--- src/rtl/div_unit_pkg.sv ---
// Shared pipeline types for the divider: FSM state encoding, iteration
// counts and the decode ALU function encoding.
package pipes;

  typedef enum logic [1:0] {
    IDLE = 2'd0,
    BUSY = 2'd1,
    DONE = 2'd2
  } div_state_t;

  localparam int DIV_ITERS   = 64;
  localparam int DIV_ITERS_W = 32;

  typedef enum logic [4:0] {
    ALU_ADD  = 5'd0,
    ALU_SUB  = 5'd1,
    ALU_AND  = 5'd2,
    ALU_OR   = 5'd3,
    ALU_XOR  = 5'd4,
    ALU_SLL  = 5'd5,
    ALU_SRL  = 5'd6,
    ALU_SRA  = 5'd7,
    ALU_SLT  = 5'd8,
    ALU_SLTU = 5'd9,
    ALU_MUL  = 5'd10,
    ALU_DIV  = 5'd11,
    ALU_DIVU = 5'd12,
    ALU_REM  = 5'd13,
    ALU_REMU = 5'd14
  } alufunc_t;

  // True for the four functions this unit executes.
  function automatic logic is_div_op(alufunc_t f);
    return (f == ALU_DIV) || (f == ALU_DIVU) || (f == ALU_REM) || (f == ALU_REMU);
  endfunction

endpackage

--- src/rtl/div_unit_core.sv ---
// One restoring radix-2 division step on the {rem,quot} shift register.
// Purely combinational; the caller feeds back rem_o/quot_o each cycle.
module div_core
  import pipes::*;
#(
  parameter int XLEN = 64
) (
  input  logic [XLEN-1:0] rem_i,
  input  logic [XLEN-1:0] quot_i,
  input  logic [XLEN-1:0] divisor_i,
  output logic [XLEN-1:0] rem_o,
  output logic [XLEN-1:0] quot_o
);

  // The shifted partial remainder needs one extra bit so the full unsigned
  // divisor range works; the top bit of the difference acts as the borrow.
  logic [XLEN:0] r_sh;
  logic [XLEN:0] diff;

  // Shift, trial-subtract, restore on borrow.
  always_comb begin
    r_sh = {rem_i, quot_i[XLEN-1]};
    diff = r_sh - {1'b0, divisor_i};
    if (!diff[XLEN]) begin
      rem_o  = diff[XLEN-1:0];
      quot_o = {quot_i[XLEN-2:0], 1'b1};
    end else begin
      rem_o  = r_sh[XLEN-1:0];
      quot_o = {quot_i[XLEN-2:0], 1'b0};
    end
  end

endmodule

--- src/rtl/div_unit.sv ---
// Iterative 64-bit integer divider (DIV/DIVU/REM/REMU and W forms).
// Handshake: an op is taken on a cycle where in_valid && in_ready && !flush
// and alufunc is a divide function; a result is consumed on a cycle where
// out_valid && out_ready && !flush. flush in BUSY/DONE drops the op.
// Optional macro DIV_W_FAST_EN: W ops run 32 iterations instead of 64.
module div_unit
  import pipes::*;
#(
  parameter int XLEN  = 64,
  parameter int CNT_W = 7
) (
  input  logic            clk,
  input  logic            resetn,
  input  logic            in_valid,
  output logic            in_ready,
  input  alufunc_t        alufunc,
  input  logic            is_word,
  input  logic [XLEN-1:0] a,
  input  logic [XLEN-1:0] b,
  input  logic            flush,
  output logic            out_valid,
  input  logic            out_ready,
  output logic [XLEN-1:0] result
);

  div_state_t      state_q, state_d;
  logic [CNT_W-1:0] cnt_q, cnt_d;
  logic [XLEN-1:0] rem_q, rem_d;
  logic [XLEN-1:0] quot_q, quot_d;
  logic [XLEN-1:0] dvsr_q, dvsr_d;
  logic [XLEN-1:0] result_q, result_d;
  logic            neg_quot_q, neg_quot_d;
  logic            neg_rem_q, neg_rem_d;
  logic            is_rem_q, is_rem_d;
  logic            word_q, word_d;

  logic            op_signed, op_rem, accept;
  logic [XLEN-1:0] a_ext, b_ext, a_abs, b_abs, quot_init, min_val;
  logic            a_neg, b_neg, div_by_zero, overflow;
  logic [XLEN-1:0] rem_n, quot_n, q_fix, r_fix, sel, special_val;
  logic [CNT_W-1:0] last_cnt;

  assign in_ready  = (state_q == IDLE);
  assign out_valid = (state_q == DONE);
  assign result    = result_q;

  // Operand preparation: W narrowing, absolute values, special-case detect.
  always_comb begin
    op_signed = (alufunc == ALU_DIV) || (alufunc == ALU_REM);
    op_rem    = (alufunc == ALU_REM) || (alufunc == ALU_REMU);
    accept    = in_valid && in_ready && !flush && is_div_op(alufunc);
    if (is_word) begin
      a_ext   = op_signed ? {{(XLEN-32){a[31]}}, a[31:0]} : {{(XLEN-32){1'b0}}, a[31:0]};
      b_ext   = op_signed ? {{(XLEN-32){b[31]}}, b[31:0]} : {{(XLEN-32){1'b0}}, b[31:0]};
      min_val = {{(XLEN-31){1'b1}}, {31{1'b0}}};
    end else begin
      a_ext   = a;
      b_ext   = b;
      min_val = {1'b1, {(XLEN-1){1'b0}}};
    end
    a_neg       = op_signed && a_ext[XLEN-1];
    b_neg       = op_signed && b_ext[XLEN-1];
    a_abs       = a_neg ? (~a_ext + 1'b1) : a_ext;
    b_abs       = b_neg ? (~b_ext + 1'b1) : b_ext;
    div_by_zero = (b_ext == '0);
    overflow    = op_signed && (a_ext == min_val) && (b_ext == '1);
    // Zero divisor: quotient all ones, remainder the dividend.
    // Overflow: quotient the dividend, remainder zero.
    if (div_by_zero) special_val = op_rem ? a_ext : '1;
    else             special_val = op_rem ? '0 : a_ext;
    if (is_word) special_val = {{(XLEN-32){special_val[31]}}, special_val[31:0]};
`ifdef DIV_W_FAST_EN
    // Fast W mode starts the dividend at the top so 32 steps consume it.
    quot_init = is_word ? {a_abs[31:0], {(XLEN-32){1'b0}}} : a_abs;
`else
    quot_init = a_abs;
`endif
  end

`ifdef DIV_W_FAST_EN
  assign last_cnt = word_q ? CNT_W'(DIV_ITERS_W - 1) : CNT_W'(DIV_ITERS - 1);
`else
  assign last_cnt = CNT_W'(DIV_ITERS - 1);
`endif

  div_core #(.XLEN(XLEN)) u_core (
    .rem_i     (rem_q),
    .quot_i    (quot_q),
    .divisor_i (dvsr_q),
    .rem_o     (rem_n),
    .quot_o    (quot_n)
  );

  // Sign fixup of the final step's outputs, then W sign extension.
  always_comb begin
    q_fix = neg_quot_q ? (~quot_n + 1'b1) : quot_n;
    r_fix = neg_rem_q  ? (~rem_n + 1'b1)  : rem_n;
    sel   = is_rem_q ? r_fix : q_fix;
    if (word_q) sel = {{(XLEN-32){sel[31]}}, sel[31:0]};
  end

  // FSM next-state and datapath updates.
  always_comb begin
    state_d    = state_q;
    cnt_d      = cnt_q;
    rem_d      = rem_q;
    quot_d     = quot_q;
    dvsr_d     = dvsr_q;
    result_d   = result_q;
    neg_quot_d = neg_quot_q;
    neg_rem_d  = neg_rem_q;
    is_rem_d   = is_rem_q;
    word_d     = word_q;
    unique case (state_q)
      IDLE: begin
        if (accept) begin
          word_d     = is_word;
          is_rem_d   = op_rem;
          neg_quot_d = a_neg ^ b_neg;
          neg_rem_d  = a_neg;
          dvsr_d     = b_abs;
          quot_d     = quot_init;
          rem_d      = '0;
          cnt_d      = '0;
          if (div_by_zero || overflow) begin
            result_d = special_val;
            state_d  = DONE;
          end else begin
            state_d  = BUSY;
          end
        end
      end
      BUSY: begin
        if (flush) begin
          state_d = IDLE;
        end else begin
          rem_d  = rem_n;
          quot_d = quot_n;
          cnt_d  = cnt_q + CNT_W'(1);
          if (cnt_q == last_cnt) begin
            result_d = sel;
            state_d  = DONE;
          end
        end
      end
      DONE: begin
        if (flush || out_ready) state_d = IDLE;
      end
      default: state_d = IDLE;
    endcase
  end

  // State and datapath registers; reset discards any op in flight.
  always_ff @(posedge clk or negedge resetn) begin
    if (!resetn) begin
      state_q    <= IDLE;
      cnt_q      <= '0;
      rem_q      <= '0;
      quot_q     <= '0;
      dvsr_q     <= '0;
      result_q   <= '0;
      neg_quot_q <= 1'b0;
      neg_rem_q  <= 1'b0;
      is_rem_q   <= 1'b0;
      word_q     <= 1'b0;
    end else begin
      state_q    <= state_d;
      cnt_q      <= cnt_d;
      rem_q      <= rem_d;
      quot_q     <= quot_d;
      dvsr_q     <= dvsr_d;
      result_q   <= result_d;
      neg_quot_q <= neg_quot_d;
      neg_rem_q  <= neg_rem_d;
      is_rem_q   <= is_rem_d;
      word_q     <= word_d;
    end
  end

endmodule
--- config.mk ---
export PLATFORM = sky130hd
export DESIGN_NAME = div_unit
export DESIGN_NICKNAME = d
export VERILOG_FILES = /design/src/rtl/div_unit_pkg.sv /design/src/rtl/div_unit_core.sv /design/src/rtl/div_unit.sv
export SDC_FILE = /design/constraint.sdc
export NUM_CORES = 1
export LEC_CHECK = 0
export ABC_AREA = 1
export BUFFER_PORTS_ARGS = -buffer_cell sky130_fd_sc_hd__clkbuf_2
export CAP_MARGIN = 20
export CORE_ASPECT_RATIO = 2
export CORE_UTILIZATION = 46
export CTS_CLUSTER_SIZE = 30
export DETAILED_ROUTE_END_ITERATION = 10
export PLACE_DENSITY_LB_ADDON = 0.12
export SLEW_MARGIN = 25
export SYNTH_ARGS = -nofsm -noshare
export SYNTH_HDL_FRONTEND = slang
export SYNTH_SLANG_ARGS = --single-unit
--- constraint.sdc ---
create_clock -name clk -period 10.1 [get_ports clk]
set_input_delay 0.505 -clock clk [delete_from_list [all_inputs] [get_ports clk]]
set_output_delay 0.505 -clock clk [all_outputs]
set_load 0.1 [all_outputs]
==> out/results.tsv, run 1 <==
metric	value	unit
min_path_type	input port to flop	
synth_top_area_cell	dfrtp_1	
regToRegSetupSlack	4.02	ns
dp_cells	5557	
layout-drive-gt1-share	8.802	%
clk_latency	0.61	ns
status	finished clean	
clock_sinks	269	
grt_usage	41.65	%
synth_xor_area_share	4.199	%
syn_nets	4943	
cp_data_arrival_time	6.59	ns
min_period	6.080	ns
synth_top_area_share	24.27	%
rr_worst_depth	31	
final_cells	5618	
grt_pass1_wl	190300	µm
coreArea	59750	µm²
grt_start_max_net_pins	99	
vdd_drop_max	0.0003044	V
dp_hpwl	101200	µm
hold_viol	0	
min_to	state_q[1]	
tritoncts	yes	
fin_nets	5027	
hold_depth	4	
wl_per_cell	22.69	µm
yosys-top-cells-count	nand2_1 (1533), inv_1 (656), nor2_1 (430)	
syn_area	27740	µm²
async_reset_ff_share	100.0	%
rsz0062_at_grt	no	
fmax	164.5	MHz
drt-total-wl	127500	µm
setup.worst_path.end_class	flop	
netlist_instances	4733	
route.top_layer_used	met5	
met1_length	42950	µm
grt_overflow	0	
cap_violations	0	
required	10.61	ns
synth.most_common_cell	nand2_1	
synth-simple-area-share	39.27	%
p_leak	15.68	nW
finClkSkew	0.01232	ns
antenna_found_initial	6	
drt-initial-drc-count	2864	
ys_types	57	
syn2layout_area_growth	8.962	%
synth_fa_ha_area_share	3.626	%
finalMaxSlewViolations	0	
crit_fanout	70	
clk_pin_slew	0.08	ns
cts_setup_buffers	0	
worstReg2RegStart	dvsr_q[37]	
first_pass_iters	8	
gp_congestion	1.064	
synth_edf_count	0	
cts_max_level	1	
die_w	175.6	µm
cts_buffer_depth	3	
power.density	422.7	nW/µm²
io_pins	205	
dr_total_vias	31980	
synth_mux_area_share	0	%
reg2reg_to	result[62]	
drt.antenna.violating_nets	0	
met2WireLength	63020	µm
finalCritPeriodShare	60.19	%
cp_slowest_cell	nand2_8	
path_class	flop to flop	
wl_met3	7416	µm
ys_warn_count	0	
holdWs	0.1686	ns
rows	127	
cts-root-buf	clkbuf_16	
port_buffers	204	
initial_core_util	46.43	%
cts_buffers	29	
seq_area_frac_synth	24.27	%
post-route-drc-count	0	
tns	0	ns
synth_top_family_by_area	simple AND/OR/NAND/NOR gates	
setup_viol	0	
crit_path_frequent_cell	nand2_1	
avgViaCountPerCell	5.693	
hold_start	out_ready	
syn_area_per_cell	5.861	µm²
max_stage_delay	0.41	ns
synth_compound_area_share	16.51	%
grt_pass1_vias	31220	
synth_ff_type	dfrtp_1	
cp-start-kind	flop	
dieHeight	349.3	µm
synth-seq-cells	269	
synth_area_leaders	dfrtp_1 (24%), nand2_1 (21%), inv_1 (8.9%), o21ai_0 (6.4%), nor2_1 (5.8%)	
tightest_slew	1.155	ns
die_area	61350	µm²
max-slew-margin-rel	22.74	%
final cells by class:
class / count / area, µm²
fillers: 6644 / 29520
clock inverters: 24 / 250.2
repair buffers: 237 / 1285
well taps: 774 / 968.4
diodes: 4 / 10.01
multi-input cells: 3603 / 17690
flip-flops and latches: 269 / 6733
clock buffers: 30 / 739.5
inverters: 677 / 2546
worst max-delay path: cells and delay by family, from the launching register on:
family,cells,cell delay (ns)
simple gates,19,3.06
compound gates,6,1.20
buf+inv,4,0.67
fa+ha+maj,2,0.62
flops,1,0.38
repair_timing:
item	CTS	global route
resized for setup	0	0
hold endpoints to repair	40	0
hold buffers	1	0
cells by family after synthesis:
kind of cell,count (synthesis)
buffers and inverters,861
and+or+nand+nor,2575
adders and majority gates,82
AOI/OAI and AO/OA,813
DFF,269
xor gates and xnor gates,133
per-layer routing:
| layer | up-vias | global-route usage [%] |
|---|---|---|
| met5 | - | 0 |
| met4 | 6 | 40.04 |
| met3 | 461 | 6.527 |
| met2 | 1335 | 72.94 |
| met1 | 14770 | 41.31 |
| li1 | 15410 | - |
through the flow:
step | util, % | setup WS [ns] | power [mW] | cell area [µm²]
final | 50.59 | 4.020 | 12.78 | 30230
after global routing | 50.58 | 3.512 | 13.62 | 30220
after CTS | 50.53 | 4.211 | 12.49 | 30190
after detailed placement | 48.85 | 4.232 | 11.28 | 29190
after global placement | 48.85 | 4.280 | 11.32 | 29190
after floorplan | - | 5.454 | 8.434 | 27740
layout by cell type (no fill, tap or decap), drive strengths merged, types with 7 or more instances in the layout:
cell type / instances
o21bai: 17
maj3: 11
a21oi: 226
nand3b: 16
ha: 70
nor2: 460
o221ai: 33
or2: 7
o21ai: 384
clkinvlp: 8
buf: 33
inv: 678
o211ai: 56
xor2: 86
dfrtp: 269
nor3: 91
xnor2: 47
clkbuf: 233
o22ai: 53
nand4: 75
o31ai: 14
nand2: 1591
clkinv: 12
nor4: 31
nand3: 295
a31oi: 17
state kept, by name (all words and copies together) (netlist names):
name	count
cnt_q	7
dvsr_q	64
word_q	1
quot_q	64
state_q	2
result	64
rem_q	64
neg_quot_q	1
is_rem_q	1
neg_rem_q	1
worst max path at each step:
stage	startpoint	end	slack, ns
global placement	quot_q[63]	result[62]	4.28
detailed placement	quot_q[63]	result[62]	4.23
CTS	quot_q[63]	result[62]	4.21
finish	dvsr_q[37]	result[62]	4.02
floorplan	quot_q[63]	result[56]	5.45
global route	dvsr_q[37]	result[56]	3.51
where the power goes:
part / internal [mW] / total (mW) / switching, mW
clock network: 0.622 / 1.17 / 0.544
logic: 2.40 / 9.66 / 7.26
registers: 1.56 / 1.96 / 0.396
total: 4.58 / 12.8 / 8.20
No activity file was read; power rests on OpenSTA's default activity.
==> run 2, diff against run 1 <==
Settings changed: ABC_AREA 1 to 0.
Clock period 10.1 ns to 5.3 ns, I/O delays scaled along.
==> out/results.tsv, run 2 <==
metric	value	unit
status	stopped before the end	
seq_area_frac_synth	26.16	%
rows	122	
syn_nets	3698	
cts-root-buf	clkbuf_16	
synth_edf_count	0	
place_area	30420	µm²
port_buffers	204	
cts_buffer_depth	3	
synth_area_leaders	dfrtp_1 (26%), o21ai_0 (7.6%), a21oi_1 (5.8%), nand2_1 (5.6%), nor2_1 (4.7%)	
dp_hpwl	109200	µm
grt_start_max_net_pins	93	
io_pins	205	
synth_ff_type	dfrtp_1	
grt_pass1_vias	33250	
grt_pass1_wl	212300	µm
grt_usage	50.51	%
dieHeight	336.5	µm
syn_area	25730	µm²
clock_sinks	269	
grt_overflow	6	
tool.error	[ERROR GRT-0116] Global routing finished with congestion. Check the congestion regions in the DRC Viewer.	
netlist_instances	3488	
synth_top_area_cell	dfrtp_1	
synth-seq-cells	269	
yosys-top-cells-count	o21ai_0 (393), nand2_1 (386), nor2_1 (322)	
ys_warn_count	0	
async_reset_ff_share	100.0	%
ys_types	102	
lastStage	global routing (5_1_grt)	
gp_congestion	1.092	
cts_max_level	1	
cts_buffers	30	
initial_core_util	46.57	%
die_w	169.2	µm
synth.most_common_cell	o21ai_0	
synth_top_area_share	26.16	%
cts_setup_buffers	0	
syn_area_per_cell	7.377	µm²
==> run 2: per-layer routing <==
| metal | overflow | GRT usage, % |
|---|---|---|
| met1 | 0 | 48.49 |
| met2 | 3 | 83.43 |
| met3 | 0 | 13.72 |
| met4 | 3 | 54.90 |
| met5 | 0 | 0 |
==> run 2: stage by stage <==
stage | setup TNS [ns] | worst slack (ns) | util [%] | std cells | hold slack (ns)
after global placement | -0.9799 | -0.1779 | 55.04 | 4666 | 0.3195
after detailed placement | -1.213 | -0.2485 | 55.06 | 4666 | 0.3452
after CTS | 0 | 0.0004801 | 57.18 | 4731 | 0.0003353
after floorplan | 0 | 0.002611 | - | 3488 | -0.03059
==> run 2: cells by family after synthesis <==
logic type                 share of synthesized area [%]
buffers and inverters                              4.843
muxes                                              2.684
adders and majority gates                          4.143
xor gates and xnor gates                           8.203
and+or+nand+nor                                    23.85
AOI/OAI and AO/OA                                  30.11
DFF                                                26.16
==> run 2: repair_timing <==
| action | in CTS |
|---|---|
| endpoints found under the hold margin | 98 |
| endpoints found under the setup margin | 19 |
| pin swaps | 1 |
| resized for setup | 6 |
| hold buffers | 9 |
==> run 3, diff against run 2 <==
Settings changed: CORE_ASPECT_RATIO 2 to not set, CORE_UTILIZATION 46 to 31, CTS_CLUSTER_SIZE 30 to not set, PLACE_DENSITY_LB_ADDON 0.12 to 0.15.
Clock period 5.3 ns to 6.9 ns, I/O delays scaled along.
==> out/results.tsv, run 3 <==
metric	value	unit
cp-start-kind	flop	
syn_area_per_cell	7.377	µm²
final_cell_mix	o21ai_0 (393), nand2_1 (385), nor2_1 (320), a21oi_1 (299), dfrtp_1 (267)	
clock_sinks	269	
synth.most_common_cell	o21ai_0	
cts_max_level	2	
fin_nets	3799	
cap_violations	0	
comb_power_share	45.4	%
dp_cells	4619	
finClkSkew	0.03285	ns
rsz0062_at_grt	no	
tns	0	ns
drt.antenna.violating_nets	0	
dp_hpwl	90410	µm
synth_area_leaders	dfrtp_1 (26%), o21ai_0 (7.6%), a21oi_1 (5.8%), nand2_1 (5.6%), nor2_1 (4.7%)	
synth_top_area_share	26.16	%
path_class	flop to flop	
synth-seq-cells	269	
grt_overflow	0	
finalCritPeriodShare	92.05	%
finalMaxSlewViolations	0	
grt_usage	27.04	%
antenna_found_initial	5	
post_cts_resized	0	
async_reset_ff_share	100.0	%
required	7.33	ns
status	finished clean	
yosys-top-cells-count	o21ai_0 (393), nand2_1 (386), nor2_1 (322)	
ys_types	102	
tightest_slew	1.012	ns
cp_data_arrival_time	6.78	ns
syn_nets	3698	
avgViaCountPerCell	5.939	
cts_buffer_depth	3	
max-slew-margin-rel	32.11	%
first_pass_iters	6	
final_util	35.60	%
synth_edf_count	0	
coreArea	82110	µm²
layout-drive-gt1-share	11.86	%
syn2layout_area_growth	13.59	%
initial_core_util	31.34	%
grt_start_max_net_pins	89	
final_common_cell	o21ai_0	
netlist_instances	3488	
fmax	157.4	MHz
syn_area	25730	µm²
cts-root-buf	clkbuf_16	
clk_latency	0.59	ns
seq_area_frac_synth	26.16	%
synth_top_area_cell	dfrtp_1	
setup_viol	0	
vdd_drop_max	0.0002133	V
post-route-drc-count	0	
synth_ff_type	dfrtp_1	
die_area	84160	µm²
p_leak	11.98	nW
cts_buffers	37	
gp_congestion	0.9624	
min_period	6.351	ns
power.density	274.7	nW/µm²
clk_pin_slew	0.06	ns
ys_warn_count	0	
drt-total-wl	116800	µm
hold_viol	0	
crit_fanout	21	
dr_total_vias	27850	
final_cells	4689	
intPower	4.249	mW
setup_slack	0.5485	ns
min_path_type	input port to flop	
tritoncts	yes	
rows	105	
drt-initial-drc-count	2662	
port_buffers	204	
sw_frac_of_total	47.08	%
dieHeight	290.1	µm
p_clk_share	26.4	%
io_pins	205	
n_fill_cell	8762	
grt_pass1_wl	175200	µm
seq_power_share	28.2	%
wl_per_cell	24.90	µm
setup.worst_path.end_class	flop	
place_ws	0.7224	ns
grt_pass1_vias	26290	
die_w	290.1	µm
switching_power	3.780	mW
run 3: cell counts after synthesis:
Identical to the previous run, type by type.
run 3: stage by stage:
step	hold slack, ns	instance area (µm²)	power (mW)
after global placement	0.2880	27900	5.895
after detailed placement	0.2815	27900	5.880
final	0.07104	29230	8.029
after global routing	0.08675	29220	8.479
after floorplan	0.04941	25730	4.731
after CTS	0.04781	29220	8.044
run 3: layout make-up:
class / instances / area, µm² / area share, %
repair buffers: 283 / 1639 / 5.608
well taps: 1070 / 1339 / 4.580
clock buffers: 48 / 1027 / 3.515
clock inverters: 19 / 284.0 / 0.9717
inverters: 100 / 375.4 / 1.284
multi-input cells: 2898 / 17820 / 60.98
flip-flops and latches: 269 / 6734 / 23.04
diodes: 2 / 5.005 / 0.01712
run 3: power by group through the flow:
stage	combinational [mW]	sequential (mW)	clock [mW]
2_1_floorplan	2.01	2.72	0
3_3_place_gp	3.62	2.27	0
3_5_place_dp	3.60	2.28	0
4_1_cts	3.62	2.26	2.17
5_1_grt	3.94	2.30	2.23
6_report	3.64	2.26	2.12
run 3: metal layers:
metal,track usage [%],up-vias,wire [µm]
met5,0,-,0
met1,36.46,13500,51050
met2,45.42,1045,55410
met3,3.064,164,6927
li1,-,13140,-
met4,7.434,0,3358
run 3: cells by family after synthesis:
| family | Yosys count | synth area share (%) |
|---|---|---|
| AND/OR/NAND/NOR | 1270 | 23.85 |
| XOR/XNOR | 241 | 8.203 |
| multiplexers | 66 | 2.684 |
| AO/OA/AOI/OAI | 1233 | 30.11 |
| adder cells (fa/ha/maj) | 88 | 4.143 |
| buffers and inverters | 321 | 4.843 |
| flip-flops | 269 | 26.16 |
run 3: timing repair:
action | 4_1_cts | 5_1_grt
hold buffers | 1 | 0
buffers inserted | 0 | 0
endpoints found under the hold margin | 45 | 0
run 3: path summary, 6_finish.rpt:
path | slack [ns] | from | endpoint | depth (start not counted)
max | 0.55 | rem_q[16] | result[53] | 18
min | 0.07 | out_ready | state_q[1] | 3
max reg2reg | 0.55 | rem_q[16] | result[53] | 18
min reg2reg | 0.48 | dvsr_q[19] | dvsr_q[19] | 2
max in group asynchronous | 5.39 | resetn | rem_q[24] | 3
min in group asynchronous | 0.25 | resetn | result[10] | 2
run 3: worst max-delay path: stages (launching register included):
cell,delay (ns)
dfrtp_1,0.51
ha_1,0.49
a21oi_1,0.25
o21ai_1,0.16
a21o_1,0.25
or3_1,0.40
o211a_4,0.33
mux2i_4,0.30
nor2_4,0.20
inv_2,0.18
buf_4,0.27
buf_4,0.23
buf_4,0.23
or3_1,0.38
a211oi_1,0.59
nand3_1,0.41
mux2i_1,0.21
nor4b_1,0.63
o21ai_1,0.15
